===== src/rtl/alu_req_scheduler.sv =====
// alu_req_scheduler: round-robin sharing of one ALU among NREQ requesters,
// one op in flight, result returned on a single response channel tagged by id.
// Ports: clk, rst (sync, active-high); req_valid/req_ready/req_cmd/req_din per
// requester; alu_cmdin/alu_din_1..3 to the ALU; alu_dout_low/high, alu_zero,
// alu_error from the ALU; rsp_valid/rsp_ready/rsp_id/rsp_low/rsp_high/
// rsp_zero/rsp_error response channel; busy when not idle.
// Option: define ALU_SCHED_DIVZERO_BYPASS_EN to answer a divide by zero
// immediately with rsp_error=1 instead of issuing it to the ALU.
module alu_req_scheduler #(
   parameter int WIDTH   = 8,
   parameter int NREQ    = 2,
   parameter int ALU_LAT = 1
) (
   input  logic                      clk,
   input  logic                      rst,
   input  logic [NREQ-1:0]           req_valid,
   output logic [NREQ-1:0]           req_ready,
   input  logic [6*NREQ-1:0]         req_cmd,
   input  logic [3*WIDTH*NREQ-1:0]   req_din,
   output logic [5:0]                alu_cmdin,
   output logic [WIDTH-1:0]          alu_din_1,
   output logic [WIDTH-1:0]          alu_din_2,
   output logic [WIDTH-1:0]          alu_din_3,
   input  logic [WIDTH-1:0]          alu_dout_low,
   input  logic [WIDTH-1:0]          alu_dout_high,
   input  logic                      alu_zero,
   input  logic                      alu_error,
   output logic                      rsp_valid,
   input  logic                      rsp_ready,
   output logic [$clog2(NREQ)-1:0]   rsp_id,
   output logic [WIDTH-1:0]          rsp_low,
   output logic [WIDTH-1:0]          rsp_high,
   output logic                      rsp_zero,
   output logic                      rsp_error,
   output logic                      busy
);
   localparam int IDW = $clog2(NREQ);
   localparam int CW  = $clog2(ALU_LAT + 2);
   localparam int DW  = 3 * WIDTH;

   typedef enum logic [1:0] {IDLE, WAIT, RESP} state_t;

   state_t          state;
   state_t          state_nx;
   logic [IDW-1:0]  ptr;
   logic [CW-1:0]   cnt;
   logic [NREQ-1:0] grant;
   logic [IDW-1:0]  gidx;
   logic            hit;
   logic [5:0]      cmd_sel;
   logic [DW-1:0]   din_sel;
   logic            bypass;

   // Two passes: indices above the pointer first, then wrap to the low ones.
   always_comb begin
      grant   = '0;
      gidx    = '0;
      hit     = 1'b0;
      cmd_sel = '0;
      din_sel = '0;
      for (int i = 0; i < NREQ; i++) begin
         if (!hit && req_valid[i] && (IDW'(i) > ptr)) begin
            grant[i] = 1'b1;
            gidx     = IDW'(i);
            hit      = 1'b1;
            cmd_sel  = req_cmd[i*6 +: 6];
            din_sel  = req_din[i*DW +: DW];
         end
      end
      for (int i = 0; i < NREQ; i++) begin
         if (!hit && req_valid[i] && (IDW'(i) <= ptr)) begin
            grant[i] = 1'b1;
            gidx     = IDW'(i);
            hit      = 1'b1;
            cmd_sel  = req_cmd[i*6 +: 6];
            din_sel  = req_din[i*DW +: DW];
         end
      end
   end

`ifdef ALU_SCHED_DIVZERO_BYPASS_EN
   logic [WIDTH-1:0] bop;

   always_comb begin
      case (cmd_sel[3:2])
         2'd1:    bop = din_sel[2*WIDTH-1:WIDTH];
         2'd2:    bop = din_sel[DW-1:2*WIDTH];
         default: bop = din_sel[WIDTH-1:0];
      endcase
   end

   assign bypass = (cmd_sel[1:0] == 2'd3) && (bop == '0);
`else
   assign bypass = 1'b0;
`endif

   assign req_ready = (state == IDLE) ? grant : '0;
   assign rsp_valid = (state == RESP);
   assign busy      = (state != IDLE);

   always_ff @(posedge clk) begin
      if (rst) state <= IDLE;
      else     state <= state_nx;
   end

   always_comb begin
      state_nx = state;
      case (state)
         IDLE:    if (hit) state_nx = bypass ? RESP : WAIT;
         WAIT:    if (cnt == CW'(1)) state_nx = RESP;
         RESP:    if (rsp_ready) state_nx = IDLE;
         default: state_nx = IDLE;
      endcase
   end

   always_ff @(posedge clk) begin
      if (rst) begin
         ptr       <= IDW'(NREQ - 1);
         cnt       <= '0;
         alu_cmdin <= '0;
         alu_din_1 <= '0;
         alu_din_2 <= '0;
         alu_din_3 <= '0;
         rsp_id    <= '0;
         rsp_low   <= '0;
         rsp_high  <= '0;
         rsp_zero  <= 1'b0;
         rsp_error <= 1'b0;
      end else begin
         case (state)
            IDLE: if (hit) begin
               ptr    <= gidx;
               rsp_id <= gidx;
               if (bypass) begin
                  // ALU inputs keep the previous op.
                  rsp_low   <= '0;
                  rsp_high  <= '0;
                  rsp_zero  <= 1'b0;
                  rsp_error <= 1'b1;
               end else begin
                  alu_cmdin <= cmd_sel;
                  alu_din_1 <= din_sel[WIDTH-1:0];
                  alu_din_2 <= din_sel[2*WIDTH-1:WIDTH];
                  alu_din_3 <= din_sel[DW-1:2*WIDTH];
                  cnt       <= CW'(ALU_LAT + 1);
               end
            end
            WAIT: begin
               if (cnt == CW'(1)) begin
                  rsp_low   <= alu_dout_low;
                  rsp_high  <= alu_dout_high;
                  rsp_zero  <= alu_zero;
                  rsp_error <= alu_error;
               end else begin
                  cnt <= cnt - CW'(1);
               end
            end
            default: ;
         endcase
      end
   end
endmodule


===== config.mk =====
export PLATFORM = sky130hd
export DESIGN_NAME = alu_req_scheduler
export DESIGN_NICKNAME = d
export VERILOG_FILES = /design/src/rtl/alu_req_scheduler.sv
export SDC_FILE = /design/constraint.sdc
export NUM_CORES = 1
export LEC_CHECK = 0
export ABC_AREA = 1
export CORE_MARGIN = 2
export CORE_UTILIZATION = 35
export DETAILED_ROUTE_END_ITERATION = 8
export PLACE_DENSITY_LB_ADDON = 0.05
export SYNTH_ARGS = -nofsm -noshare
export SYNTH_HDL_FRONTEND = slang
export SYNTH_SLANG_ARGS = --single-unit
export TNS_END_PERCENT = 10

===== constraint.sdc =====
create_clock -name clk -period 2.4 [get_ports clk]
set_input_delay 0.36 -clock clk [delete_from_list [all_inputs] [get_ports clk]]
set_output_delay 0.36 -clock clk [all_outputs]
set_load 0.01 [all_outputs]

==> flow_metrics.tcl <==
set metrics [dict create \
    status "completed" \
    cts_setup_buffers 0 \
    synth-seq-cells 54 \
    slew_viol_final 0 \
    dp_hpwl_um 5290 \
    antennaDiodeCount 0 \
    synth_xor_area_frac 0 \
    critPathLaunchType "input pin" \
    tightest_slew_ps 436 \
    rsz0062_at_grt "no" \
    dieArea_um2 8300 \
    arrival_ps 1780 \
    layout_min_cycle_time_ps 2140 \
    final_nets 595 \
    die_y_um 91.1 \
    cts_tree "yes" \
    grt_max_degree 31 \
    port-buffer-count 135 \
    post_drt_wl_per_cell_um 12.0 \
    root_buffer "clkbuf_8" \
    finalClockSkew_ps 9.90 \
    synth_nets 469 \
    drt_iter0_drc 68 \
    worst_r2r_path_depth 6 \
    num_io_pins 136 \
    clk_latency_ps 310 \
    htree_num_levels 2 \
    p_leak_nw 1.85 \
    syn_area_per_cell_um2 6.90 \
    synthCells 385 \
    post_synth_fa_ha_maj_area_fraction 0.00471 \
    grt_pass1_vias 2570 \
    fmax_mhz 467 \
    relSlewSlack 0.709 \
    peakVddDrop_mv 0.231 \
    grtUsageTotal 0.177 \
    syn2layout_area_growth_pct 56.6 \
    hold_depth 2 \
    ys_warn_count 0 \
    min-delay-start "rsp_id$_SDFFE_PP0P_" \
    r2r_slack_ps 800 \
    coreArea_um2 7290 \
    first_pass_iters 4 \
    finalSetupViolations 0 \
    regArea_um2 1080 \
    ant_nets 0 \
    gr-total-overflow 0 \
    grt_first_pass_wirelength_um 12100 \
    cts_made_buffers 5 \
    cp.required_ps 2040 \
    multi_input_area_um2 1110 \
    synth_compound_area_frac 0.108 \
    clk_pin_slew_worst_paths_ps 100 \
    endpoint_kind "output port" \
    hold_path_class "flop to flop" \
    post_cts_resized 0 \
    reg2reg_from "cnt[1]$_SDFFE_PP0P_" \
    drc_errors 0 \
    synth_simple_gate_area_share 0.306 \
    die_x_um 91.1 \
    vias 2745 \
    place_congestion 0.755 \
    viasPerCell 4.49 \
    yosys.cell_types.count 22 \
    antenna_found_initial 0 \
    synth_mux_area_frac 0 \
    holdBufCountCts 0 \
    drv_cap 0 \
    hold_slack_ps 464 \
    tns_ps 0 \
    rr_endpoint "rsp_low[7]$_SDFFE_PP0P_" \
    cts.sinks 54 \
    critPathKind "input pin to output port" \
    power_density_nw_per_um2 574 \
    synth_top_family_by_area "simple AND/OR/NAND/NOR gates" \
    syn-cell-area_um2 2660 \
    fin_crit_sh 0.893 \
    seq_area_frac_synth 0.407 \
    clk_path_buf_depth 2 \
    hold_viol 0 \
    fp-row-count 31 \
    wl_um 7310 \
    holdPathEnd "rsp_id$_SDFFE_PP0P_" \
    start_util 0.364 \
    drive_above_1_share 0.0703 \
    crit_fanout 4 \
    nFillCells 729 \
]
state kept, by name (all words and copies together) (netlist names):
name / flops
cnt: 2
alu_din_2: 8
alu_cmdin: 6
state: 2
rsp_id: 1
alu_din_3: 8
rsp_error: 1
rsp_zero: 1
rsp_high: 8
ptr: 1
alu_din_1: 8
rsp_low: 8
cell usage in the layout, fill, tap and decap left out:
| master | n |
|---|---|
| nor2_2 | 1 |
| nand2_2 | 2 |
| o21ai_0 | 1 |
| dfxtp_1 | 54 |
| a21oi_2 | 1 |
| ha_1 | 1 |
| nor2_1 | 8 |
| buf_12 | 3 |
| bufinv_16 | 1 |
| nand2_1 | 104 |
| inv_6 | 2 |
| inv_2 | 1 |
| clkinv_2 | 1 |
| a21oi_4 | 1 |
| clkbuf_8 | 5 |
| clkdlybuf4s50_1 | 134 |
| nor2_4 | 1 |
| inv_1 | 71 |
| nand3_1 | 51 |
| nand4_1 | 1 |
| a21oi_1 | 50 |
| nand3_2 | 10 |
| o211ai_1 | 1 |
| buf_4 | 6 |
| buf_2 | 1 |
Yosys cell counts:
master    number  share of area
nand3_2       10          0.038
inv_2          1         0.0014
buf_2          6          0.011
nand2_1      104           0.15
ha_1           1         0.0047
clkbuf_1       6         0.0085
o211ai_1       1         0.0028
a21oi_4        1         0.0061
buf_4          3         0.0085
nand3_1       51          0.096
o21ai_0        1         0.0019
dfxtp_1       54           0.41
buf_6         10          0.042
nand2_2        2         0.0047
nand4_1        1         0.0024
a21oi_1       50          0.094
nor2_4         1         0.0042
nor2_1         8          0.011
a21oi_2        1         0.0033
clkinv_2       1         0.0019
nor2_2         1         0.0024
inv_1         71           0.10
worst max-delay path by stage:
stage	to	slack, ps	cells after the start	start
floorplan	req_ready[1]	1100	5	req_valid[0]
global placement	req_ready[1]	270	6	req_valid[1]
detailed placement	req_ready[1]	260	5	req_valid[0]
CTS	req_ready[1]	250	5	req_valid[0]
global route	req_ready[1]	180	5	req_valid[0]
finish	req_ready[1]	260	5	req_valid[0]
layer usage:
metal	share of wire	track usage
met1	0.47	0.235
met2	0.43	0.277
met3	0.082	0.0573
met4	0.015	0.0492
met5	0	0
worst max-delay path, stage by stage:
cell and delay, ps:
clkdlybuf4s50_1 530, a21oi_4 190, nand2_1 100, inv_1 60, clkdlybuf4s50_1 540
kinds of logic after synthesis:
| kind of cell | count (synthesis) |
|---|---|
| buf+inv | 98 |
| flops | 54 |
| compound gates | 54 |
| simple gates | 178 |
| fa+ha+maj | 1 |
power by group:
part / internal [mW] / total, mW / switching (mW)
clock: 0.319 / 0.637 / 0.318
combinational: 0.392 / 0.728 / 0.336
sequential: 0.980 / 1.02 / 0.0426
total: 1.69 / 2.39 / 0.697
final cells by class:
type                            count  area share
Clock buffer                        5      0.0165
Inverter                           73      0.0662
Tap cell                           99      0.0298
Sequential cell                    54       0.260
Multi-Input combinational cell    233       0.267
Timing Repair Buffer              144       0.349
Clock inverter                      3      0.0114
per-stage QoR:
step	std cells	utilization	power (mW)	setup WS (ps)	cell area [um2]
2_1_floorplan	385	-	1.42	1100	2660
3_3_place_gp	603	0.555	1.77	272	4040
3_5_place_dp	603	0.555	1.78	260	4040
4_1_cts	611	0.571	2.43	246	4160
5_1_grt	611	0.571	2.54	181	4160
6_report	611	0.571	2.39	258	4160
(Power assumes the default switching activity.)
